===== src/rtl/mc_ctrl_pkg.sv =====
// Shared encodings for the multicycle control unit: FSM states, opcodes, ALU operations
// and datapath mux selects.
package mc_ctrl_pkg;

    // Values are fixed so that state_o reads back the same on every build.
    typedef enum logic [3:0] {
        StFetch  = 4'd0,
        StDecode = 4'd1,
        StMemAdr = 4'd2,
        StMemRd  = 4'd3,
        StMemWb  = 4'd4,
        StMemWr  = 4'd5,
        StExecR  = 4'd6,
        StExecI  = 4'd7,
        StAluWb  = 4'd8,
        StBranch = 4'd9,
        StJal    = 4'd10,
        StJalr   = 4'd11,
        StLui    = 4'd12,
        StAuipc  = 4'd13,
        StMulDiv = 4'd14,
        StTrap   = 4'd15
    } state_e;

    localparam logic [6:0] OpLoad   = 7'b0000011;
    localparam logic [6:0] OpStore  = 7'b0100011;
    localparam logic [6:0] OpR      = 7'b0110011;
    localparam logic [6:0] OpImm    = 7'b0010011;
    localparam logic [6:0] OpBranch = 7'b1100011;
    localparam logic [6:0] OpJal    = 7'b1101111;
    localparam logic [6:0] OpJalr   = 7'b1100111;
    localparam logic [6:0] OpLui    = 7'b0110111;
    localparam logic [6:0] OpAuipc  = 7'b0010111;

    localparam logic [6:0] Funct7Base   = 7'b0000000;
    localparam logic [6:0] Funct7Alt    = 7'b0100000;
    localparam logic [6:0] Funct7MulDiv = 7'b0000001;

    // Request from the FSM to the ALU sub-decoder.
    typedef enum logic [1:0] {
        AluOpAdd    = 2'd0,
        AluOpSub    = 2'd1,
        AluOpFunct  = 2'd2,
        AluOpBranch = 2'd3
    } alu_op_e;

    localparam logic [3:0] AluAdd  = 4'd0;
    localparam logic [3:0] AluSub  = 4'd1;
    localparam logic [3:0] AluAnd  = 4'd2;
    localparam logic [3:0] AluOr   = 4'd3;
    localparam logic [3:0] AluXor  = 4'd4;
    localparam logic [3:0] AluSll  = 4'd5;
    localparam logic [3:0] AluSrl  = 4'd6;
    localparam logic [3:0] AluSra  = 4'd7;
    localparam logic [3:0] AluSlt  = 4'd8;
    localparam logic [3:0] AluSltu = 4'd9;

    localparam logic [2:0] ImmI = 3'd0;
    localparam logic [2:0] ImmS = 3'd1;
    localparam logic [2:0] ImmB = 3'd2;
    localparam logic [2:0] ImmJ = 3'd3;
    localparam logic [2:0] ImmU = 3'd4;

    localparam logic [1:0] ResAluOut    = 2'd0;
    localparam logic [1:0] ResMemData   = 2'd1;
    localparam logic [1:0] ResAluResult = 2'd2;
    localparam logic [1:0] ResImmExt    = 2'd3;

    localparam logic [1:0] SrcAPc    = 2'd0;
    localparam logic [1:0] SrcAOldPc = 2'd1;
    localparam logic [1:0] SrcARs1   = 2'd2;

    localparam logic [1:0] SrcBRs2   = 2'd0;
    localparam logic [1:0] SrcBImm   = 2'd1;
    localparam logic [1:0] SrcBFour  = 2'd2;

    // Base R-type allows funct7 = 0, plus 0100000 only for SUB and SRA.
    function automatic logic r_funct7_legal(input logic [2:0] funct3, input logic [6:0] funct7);
        return (funct7 == Funct7Base) ||
               ((funct7 == Funct7Alt) && ((funct3 == 3'b000) || (funct3 == 3'b101)));
    endfunction

endpackage


===== src/rtl/mc_alu_decoder.sv =====
// ALU sub-decoder: turns the FSM's ALU request plus funct fields into an ALU operation.
module mc_alu_decoder
    import mc_ctrl_pkg::*;
(
    input  alu_op_e    alu_op_i,
    input  logic [2:0] funct3_i,
    input  logic       funct7_5_i,
    input  logic       is_rtype_i,
    output logic [3:0] alu_ctrl_o
);

    // Decode the ALU operation; funct7[5] only matters for R-type SUB and for SRA/SRAI.
    always_comb begin
        alu_ctrl_o = AluAdd;
        unique case (alu_op_i)
            AluOpAdd: alu_ctrl_o = AluAdd;
            AluOpSub: alu_ctrl_o = AluSub;
            AluOpBranch: begin
                // funct3[2] selects a magnitude compare, funct3[1] its unsigned flavour.
                if (!funct3_i[2])     alu_ctrl_o = AluSub;
                else if (funct3_i[1]) alu_ctrl_o = AluSltu;
                else                  alu_ctrl_o = AluSlt;
            end
            AluOpFunct: begin
                unique case (funct3_i)
                    3'b000:  alu_ctrl_o = (is_rtype_i && funct7_5_i) ? AluSub : AluAdd;
                    3'b001:  alu_ctrl_o = AluSll;
                    3'b010:  alu_ctrl_o = AluSlt;
                    3'b011:  alu_ctrl_o = AluSltu;
                    3'b100:  alu_ctrl_o = AluXor;
                    3'b101:  alu_ctrl_o = funct7_5_i ? AluSra : AluSrl;
                    3'b110:  alu_ctrl_o = AluOr;
                    default: alu_ctrl_o = AluAnd;
                endcase
            end
            default: alu_ctrl_o = AluAdd;
        endcase
    end

endmodule


===== src/rtl/multicycle_control_unit.sv =====
// Multicycle RISC-V control FSM: sequences fetch/decode/execute/memory/writeback,
// resolves branches per funct3, handshakes with an optional mul/div unit and traps.
module multicycle_control_unit
    import mc_ctrl_pkg::*;
#(
    parameter bit          SUPPORT_M      = 1'b1,
    parameter int unsigned ALU_CTRL_W     = 4,
    parameter int unsigned IMM_SRC_W      = 3,
    parameter int unsigned MULDIV_TIMEOUT = 64
) (
    input  logic                  clk,
    input  logic                  rst,
    input  logic [6:0]            opcode,
    input  logic [2:0]            funct3,
    input  logic [6:0]            funct7,
    input  logic                  zero,
    input  logic                  comparison,
    input  logic                  muldiv_done,
    output logic                  PCWrite,
    output logic                  AdrSrc,
    output logic                  IRWrite,
    output logic                  MemWrite,
    output logic                  MemRead,
    output logic                  RegWrite,
    output logic [1:0]            ResultSrc,
    output logic [1:0]            ALUSrcA,
    output logic [1:0]            ALUSrcB,
    output logic [IMM_SRC_W-1:0]  ImmSrc,
    output logic [ALU_CTRL_W-1:0] ALUControl,
    output logic                  muldiv_start,
    output logic                  trap,
    output logic [3:0]            state_o
);

    localparam int unsigned CntW = (MULDIV_TIMEOUT > 1) ? $clog2(MULDIV_TIMEOUT) : 1;
    localparam logic [CntW-1:0] CntMax = CntW'(MULDIV_TIMEOUT - 1);

    state_e          state_q, state_d;
    logic [CntW-1:0] cnt_q, cnt_d;
    logic            first_q, first_d;

    alu_op_e         alu_op;
    logic [3:0]      alu_ctrl;
    logic [2:0]      imm_src;
    logic            timeout_hit;

    mc_alu_decoder u_alu_decoder (
        .alu_op_i   (alu_op),
        .funct3_i   (funct3),
        .funct7_5_i (funct7[5]),
        .is_rtype_i (opcode[5]),
        .alu_ctrl_o (alu_ctrl)
    );

    assign timeout_hit = (MULDIV_TIMEOUT != 0) && (cnt_q == CntMax);

    // State, mul/div wait counter and start-pulse flag.
    always_ff @(posedge clk) begin
        if (rst) begin
            state_q <= StFetch;
            cnt_q   <= '0;
            first_q <= 1'b0;
        end else begin
            state_q <= state_d;
            cnt_q   <= cnt_d;
            first_q <= first_d;
        end
    end

    // Next state and Moore outputs; PCWrite in BRANCH also depends on the ALU flags.
    always_comb begin
        state_d      = state_q;
        cnt_d        = '0;
        PCWrite      = 1'b0;
        AdrSrc       = 1'b0;
        IRWrite      = 1'b0;
        MemWrite     = 1'b0;
        MemRead      = 1'b0;
        RegWrite     = 1'b0;
        ResultSrc    = ResAluOut;
        ALUSrcA      = SrcAPc;
        ALUSrcB      = SrcBRs2;
        imm_src      = ImmI;
        alu_op       = AluOpAdd;
        muldiv_start = 1'b0;
        trap         = 1'b0;

        unique case (state_q)
            StFetch: begin
                MemRead   = 1'b1;
                IRWrite   = 1'b1;
                ALUSrcB   = SrcBFour;
                ResultSrc = ResAluResult;
                PCWrite   = 1'b1;
                state_d   = StDecode;
            end
            StDecode: begin
                // Precompute the branch target into ALUOut.
                ALUSrcA = SrcAOldPc;
                ALUSrcB = SrcBImm;
                imm_src = ImmB;
                unique case (opcode)
                    OpLoad, OpStore: state_d = StMemAdr;
                    OpR: begin
                        if (SUPPORT_M && (funct7 == Funct7MulDiv)) state_d = StMulDiv;
                        else if (r_funct7_legal(funct3, funct7))  state_d = StExecR;
                        else                                      state_d = StTrap;
                    end
                    OpImm:    state_d = StExecI;
                    OpBranch: state_d = StBranch;
                    OpJal:    state_d = StJal;
                    OpJalr:   state_d = StJalr;
                    OpLui:    state_d = StLui;
                    OpAuipc:  state_d = StAuipc;
                    default:  state_d = StTrap;
                endcase
            end
            StMemAdr: begin
                ALUSrcA = SrcARs1;
                ALUSrcB = SrcBImm;
                imm_src = (opcode == OpStore) ? ImmS : ImmI;
                state_d = (opcode == OpStore) ? StMemWr : StMemRd;
            end
            StMemRd: begin
                AdrSrc  = 1'b1;
                MemRead = 1'b1;
                state_d = StMemWb;
            end
            StMemWb: begin
                ResultSrc = ResMemData;
                RegWrite  = 1'b1;
                state_d   = StFetch;
            end
            StMemWr: begin
                AdrSrc   = 1'b1;
                MemWrite = 1'b1;
                state_d  = StFetch;
            end
            StExecR, StExecI: begin
                ALUSrcA = SrcARs1;
                ALUSrcB = (state_q == StExecR) ? SrcBRs2 : SrcBImm;
                imm_src = ImmI;
                alu_op  = AluOpFunct;
                state_d = StAluWb;
            end
            StAluWb: begin
                ResultSrc = ResAluOut;
                RegWrite  = 1'b1;
                state_d   = StFetch;
            end
            StBranch: begin
                ALUSrcA   = SrcARs1;
                ALUSrcB   = SrcBRs2;
                ResultSrc = ResAluOut;
                alu_op    = AluOpBranch;
                state_d   = StFetch;
                unique case (funct3)
                    3'b000:         PCWrite = zero;
                    3'b001:         PCWrite = ~zero;
                    3'b100, 3'b110: PCWrite = comparison;
                    3'b101, 3'b111: PCWrite = ~comparison;
                    default:        state_d = StTrap;
                endcase
            end
            StJal: begin
                ALUSrcA   = SrcAOldPc;
                ALUSrcB   = SrcBFour;
                ResultSrc = ResAluOut;
                imm_src   = ImmJ;
                PCWrite   = 1'b1;
                state_d   = StAluWb;
            end
            StJalr: begin
                ALUSrcA   = SrcARs1;
                ALUSrcB   = SrcBImm;
                imm_src   = ImmI;
                ResultSrc = ResAluResult;
                PCWrite   = 1'b1;
                state_d   = StAluWb;
            end
            StLui: begin
                imm_src   = ImmU;
                ResultSrc = ResImmExt;
                RegWrite  = 1'b1;
                state_d   = StFetch;
            end
            StAuipc: begin
                ALUSrcA = SrcAOldPc;
                ALUSrcB = SrcBImm;
                imm_src = ImmU;
                state_d = StAluWb;
            end
            StMulDiv: begin
                muldiv_start = first_q;
                cnt_d        = cnt_q + CntW'(1);
                // A done arriving on the timeout cycle still completes the instruction.
                if (muldiv_done) begin
                    ResultSrc = ResAluResult;
                    RegWrite  = 1'b1;
                    state_d   = StFetch;
                end else if (timeout_hit) begin
                    state_d = StTrap;
                end
            end
            StTrap: begin
                trap    = 1'b1;
                state_d = StTrap;
            end
            default: state_d = StTrap;
        endcase

        first_d = (state_q != StMulDiv) && (state_d == StMulDiv);
    end

    assign ImmSrc     = IMM_SRC_W'(imm_src);
    assign ALUControl = ALU_CTRL_W'(alu_ctrl);
    assign state_o    = state_q;

endmodule


===== config.mk =====
export PLATFORM = sky130hd
export DESIGN_NAME = multicycle_control_unit
export DESIGN_NICKNAME = d
export VERILOG_FILES = /design/src/rtl/mc_ctrl_pkg.sv /design/src/rtl/mc_alu_decoder.sv /design/src/rtl/multicycle_control_unit.sv
export SDC_FILE = /design/constraint.sdc
export NUM_CORES = 1
export LEC_CHECK = 0
export ABC_AREA = 1
export BUFFER_PORTS_ARGS = -buffer_cell sky130_fd_sc_hd__clkbuf_2
export CORE_MARGIN = 2
export CORE_UTILIZATION = 47
export CTS_CLUSTER_DIAMETER = 50
export DETAILED_ROUTE_END_ITERATION = 8
export PLACE_DENSITY = 0.79
export SYNTH_ARGS = -nofsm -noshare
export SYNTH_HDL_FRONTEND = slang
export SYNTH_SLANG_ARGS = --single-unit
export TNS_END_PERCENT = 1

===== constraint.sdc =====
create_clock -name clk -period 1.81 [get_ports clk]
set_clock_uncertainty 0.2 [all_clocks]
set_input_delay 0.181 -clock clk [delete_from_list [all_inputs] [get_ports clk]]
set_output_delay 0.181 -clock clk [all_outputs]
set_load 0.05 [all_outputs]

==> metrics.yaml <==
sta:
  setup_ws_ns: -0.0774
  timing_max_transition_violations_final: 0
  fin_crit_sh: 1.04
  setup_viol: 9
  max_slew.worst_pin.slew_ns: 0.349
  fin_tns_setup_ns: -0.433
  final_critical_period_ns: 1.89
  grt_setup_unrepaired: "true"
  worst_slew_margin_rel: 0.765
  number_of_failing_hold_endpoints_at_the_final_stage: 0
  timing.fmax_ghz: 0.530
  holdWs_ns: 0.171
pwr:
  netSwitchingFraction: 0.611
  power_leakage_uw: 0.000885
  internal_power_uw: 1300
  p_clk_frac: 0.050
  seq_power_share: 0.121
  power_frac_comb: 0.829
  p_switching_uw: 2050
  p_per_area_nw_per_um2: 1940
  vdd.ir_drop.worst_uv: 1460
  post-layout-total-power_uw: 3350
global_routing:
  first_global_vias: 1165
  antenna_found_initial: 0
  grt_pass1_wl_mm: 4.95
  grt_overflow_total: 0
  grt_usage: 0.236
  grt_start_max_net_pins: 8
synth:
  synth_top_family_by_area: "simple AND/OR/NAND/NOR gates"
  synth.most_common_cell: "nand2_1"
  syn_avg_cell_area_um2: 5.58
  yosysSeqAreaShare: 0.202
  ys.flop_type: "dfxtp_1"
  total_of_warnings_raised_by_yosys: 0
  synthTopCellsByCount: "nand2_1, nor2_1, inv_1"
  postSynth.asyncResetShare: 0
  synthDominantCellAreaShare: 0.202
  synth.ff_latch_count: 11
  netlist.top_cell.by_area: "dfxtp_1"
  netlist-cell-type-count: 27
  synth-edff-count: 0
  synth_xor_area_frac: 0
  yosys-mux-area-fraction: 0
  synth-simple-area-share: 0.517
  synth_area_um2: 1090
  synth_compound_gate_area_share: 0.144
  synth.area.top_cells: "dfxtp_1, nand2_1, nor2_1, inv_1, nand3_1"
  synth_fa_ha_area_frac: 0.0115
  post_synth_inst_count: 195
  syn_nets: 218
routing:
  initial_drt_pass_iterations: 4
  routedWlPerCell_um: 14.2
  vias: 1566
  ant_nets: 0
  initialDrtViolationCount: 64
  wirelength_mm: 4.04
  via_per_inst: 5.51
  drcViolationCount: 0
floorplan:
  core_area_um2: 2190
  die_area_um2: 2720
  dieWidth_um: 52.1
  num_rows: 17
  pin_count: 47
  chipHeight_um: 52.1
  initial_core_util: 0.497
finish:
  n_antenna_cell: 0
  design.final.nets: 280
  final.fill_count: 171
  syn2layout_area_growth_pct: 58.6
  share_of_final_layout_standard_cells_stronger_than_drive_strength_1: 0.438
  final-instance-count-excl-fill: 284
run_status:
  run_status: "complete, but fails checks"
  failed_checks: "negative setup slack"
worst_hold_path:
  worst_hold_path.num_cells: 6
  min-delay-path-class: "in2reg"
clocking:
  path_clk_slew_ns: 0.07
  clock_tree.buffer_depth: 2
  clk_latency_ns: 0.27
  clock_tree.root_cell: "clkbuf_4"
  tritoncts: "yes"
  cts_buffers: 3
  clock_sink_count: 11
  ctsHtreeMaxLevel: 1
critical_path:
  max_stage_delay_ns: 0.37
  timing.critical_path.max_delay_family: "simple AND/OR/NAND/NOR gates"
  critical_path.slowest_cell: "dfxtp_4"
  reg2reg_depth: 9
  worstPathCellList: "nor2_4 > inv_4 > nand2_1 > nand2_1 > nand3_1 > buf_4"
  critPathLaunchType: "register"
  setup.worst_path.end_class: "output port"
  timing.critical_path.arrival_ns: 1.51
  crit_top_cell: "nand2_1"
  crit_type: "reg2out"
  cp_num_cells: 6
  timing.critical_path.required_ns: 1.43
  worst-path-buf-inv: 2
  worstPathMaxFanout: 5
placed_design:
  gpl.final_weighted_congestion: 0.793
  port_buffers: 46
  post-dp-hpwl_mm: 2.34
  place_inst: 270
run:
  maxCapViolCount: 0
## power by group through the flow
stage	clock network (uW)	registers, uW	logic, uW
finish	167	406	2780
global route	184	415	2880
CTS	166	397	2340
detailed placement	0	406	2070
global placement	0	398	2060
floorplan	0	529	1500
## through the flow
step / instance area (um2) / setup WS (ns) / util
global route: 1730 / -0.121 / 0.788
global placement: 1440 / 0.103 / 0.657
finish: 1730 / -0.0774 / 0.788
detailed placement: 1440 / 0.0915 / 0.657
CTS: 1590 / 0.0123 / 0.727
floorplan: 1160 / -0.0399 / -
## what timing repair did
action	CTS	global route
gates resized for setup	28	36
setup buffers	2	7
pin swaps	0	5
hold buffers	1	0
endpoints found under the setup margin	13	18
gates cloned	0	0
hold endpoints to repair	4	0
## layer usage
layer / vias to the layer above / routed length (um) / global-route usage
met2: 103 / 1920 / 0.382
li1: 751 / - / -
met5: - / 0 / 0
met4: 0 / 116 / 0.0570
met3: 14 / 318 / 0.0345
met1: 698 / 1690 / 0.326
## cell families (layout without fill, tap and decap cells)
family,count (synthesis),after routing
buf+inv,36,97
flops,11,11
compound gates,26,26
fa+ha+maj,1,1
simple gates,121,121
## final timing paths
check	start	endpoint	slack, ns
setup / recovery	state_o[3]$_SDFF_PP0_	ALUSrcB[0]	-0.08
hold / removal	opcode[3]	state_o[2]$_SDFF_PP0_	0.17
setup reg to reg	state_o[0]$_SDFF_PP0_	first_q$_SDFF_PP0_	0.10
hold reg to reg	cnt_q[0]$_SDFF_PP0_	cnt_q[0]$_SDFF_PP0_	0.25
## cell type report
class | count | area (um2) | area share
clock inverter | 1 | 5.00 | 0.00290
timing repair buffer | 58 | 435 | 0.252
sequential | 11 | 235 | 0.136
multi-input combinational | 148 | 857 | 0.496
clock buffer | 3 | 22.5 | 0.0130
tap | 28 | 35.0 | 0.0203
inverter | 35 | 136 | 0.0790
## layout by cell type, fill, tap and decap left out, types with 3 or more instances in the layout
cell	count
inv_2	9
o21ai_0	6
inv_1	24
nand2_1	42
buf_4	17
nor2_2	4
dfxtp_4	4
nand3_1	15
nand3_2	3
nand2_2	4
clkbuf_2	30
nor3_1	3
nor2_1	30
clkbuf_4	3
a21oi_1	7
dfxtp_1	7
clkbuf_8	3
buf_8	5
o21ai_2	5
nor2_4	9
## worst min-delay path, cell delays in order
cell and delay (ns):
clkbuf_2 0.10, nor2_1 0.06, nand2_1 0.05, nand2_1 0.06
nand2_1 0.07, a21oi_1 0.07
## sequential cells by signal, summed over array words and instances, names as in the netlist
register and cells:
cnt_q 6, first_q 1, state_o 4
Power figures use the tool's default switching activity.
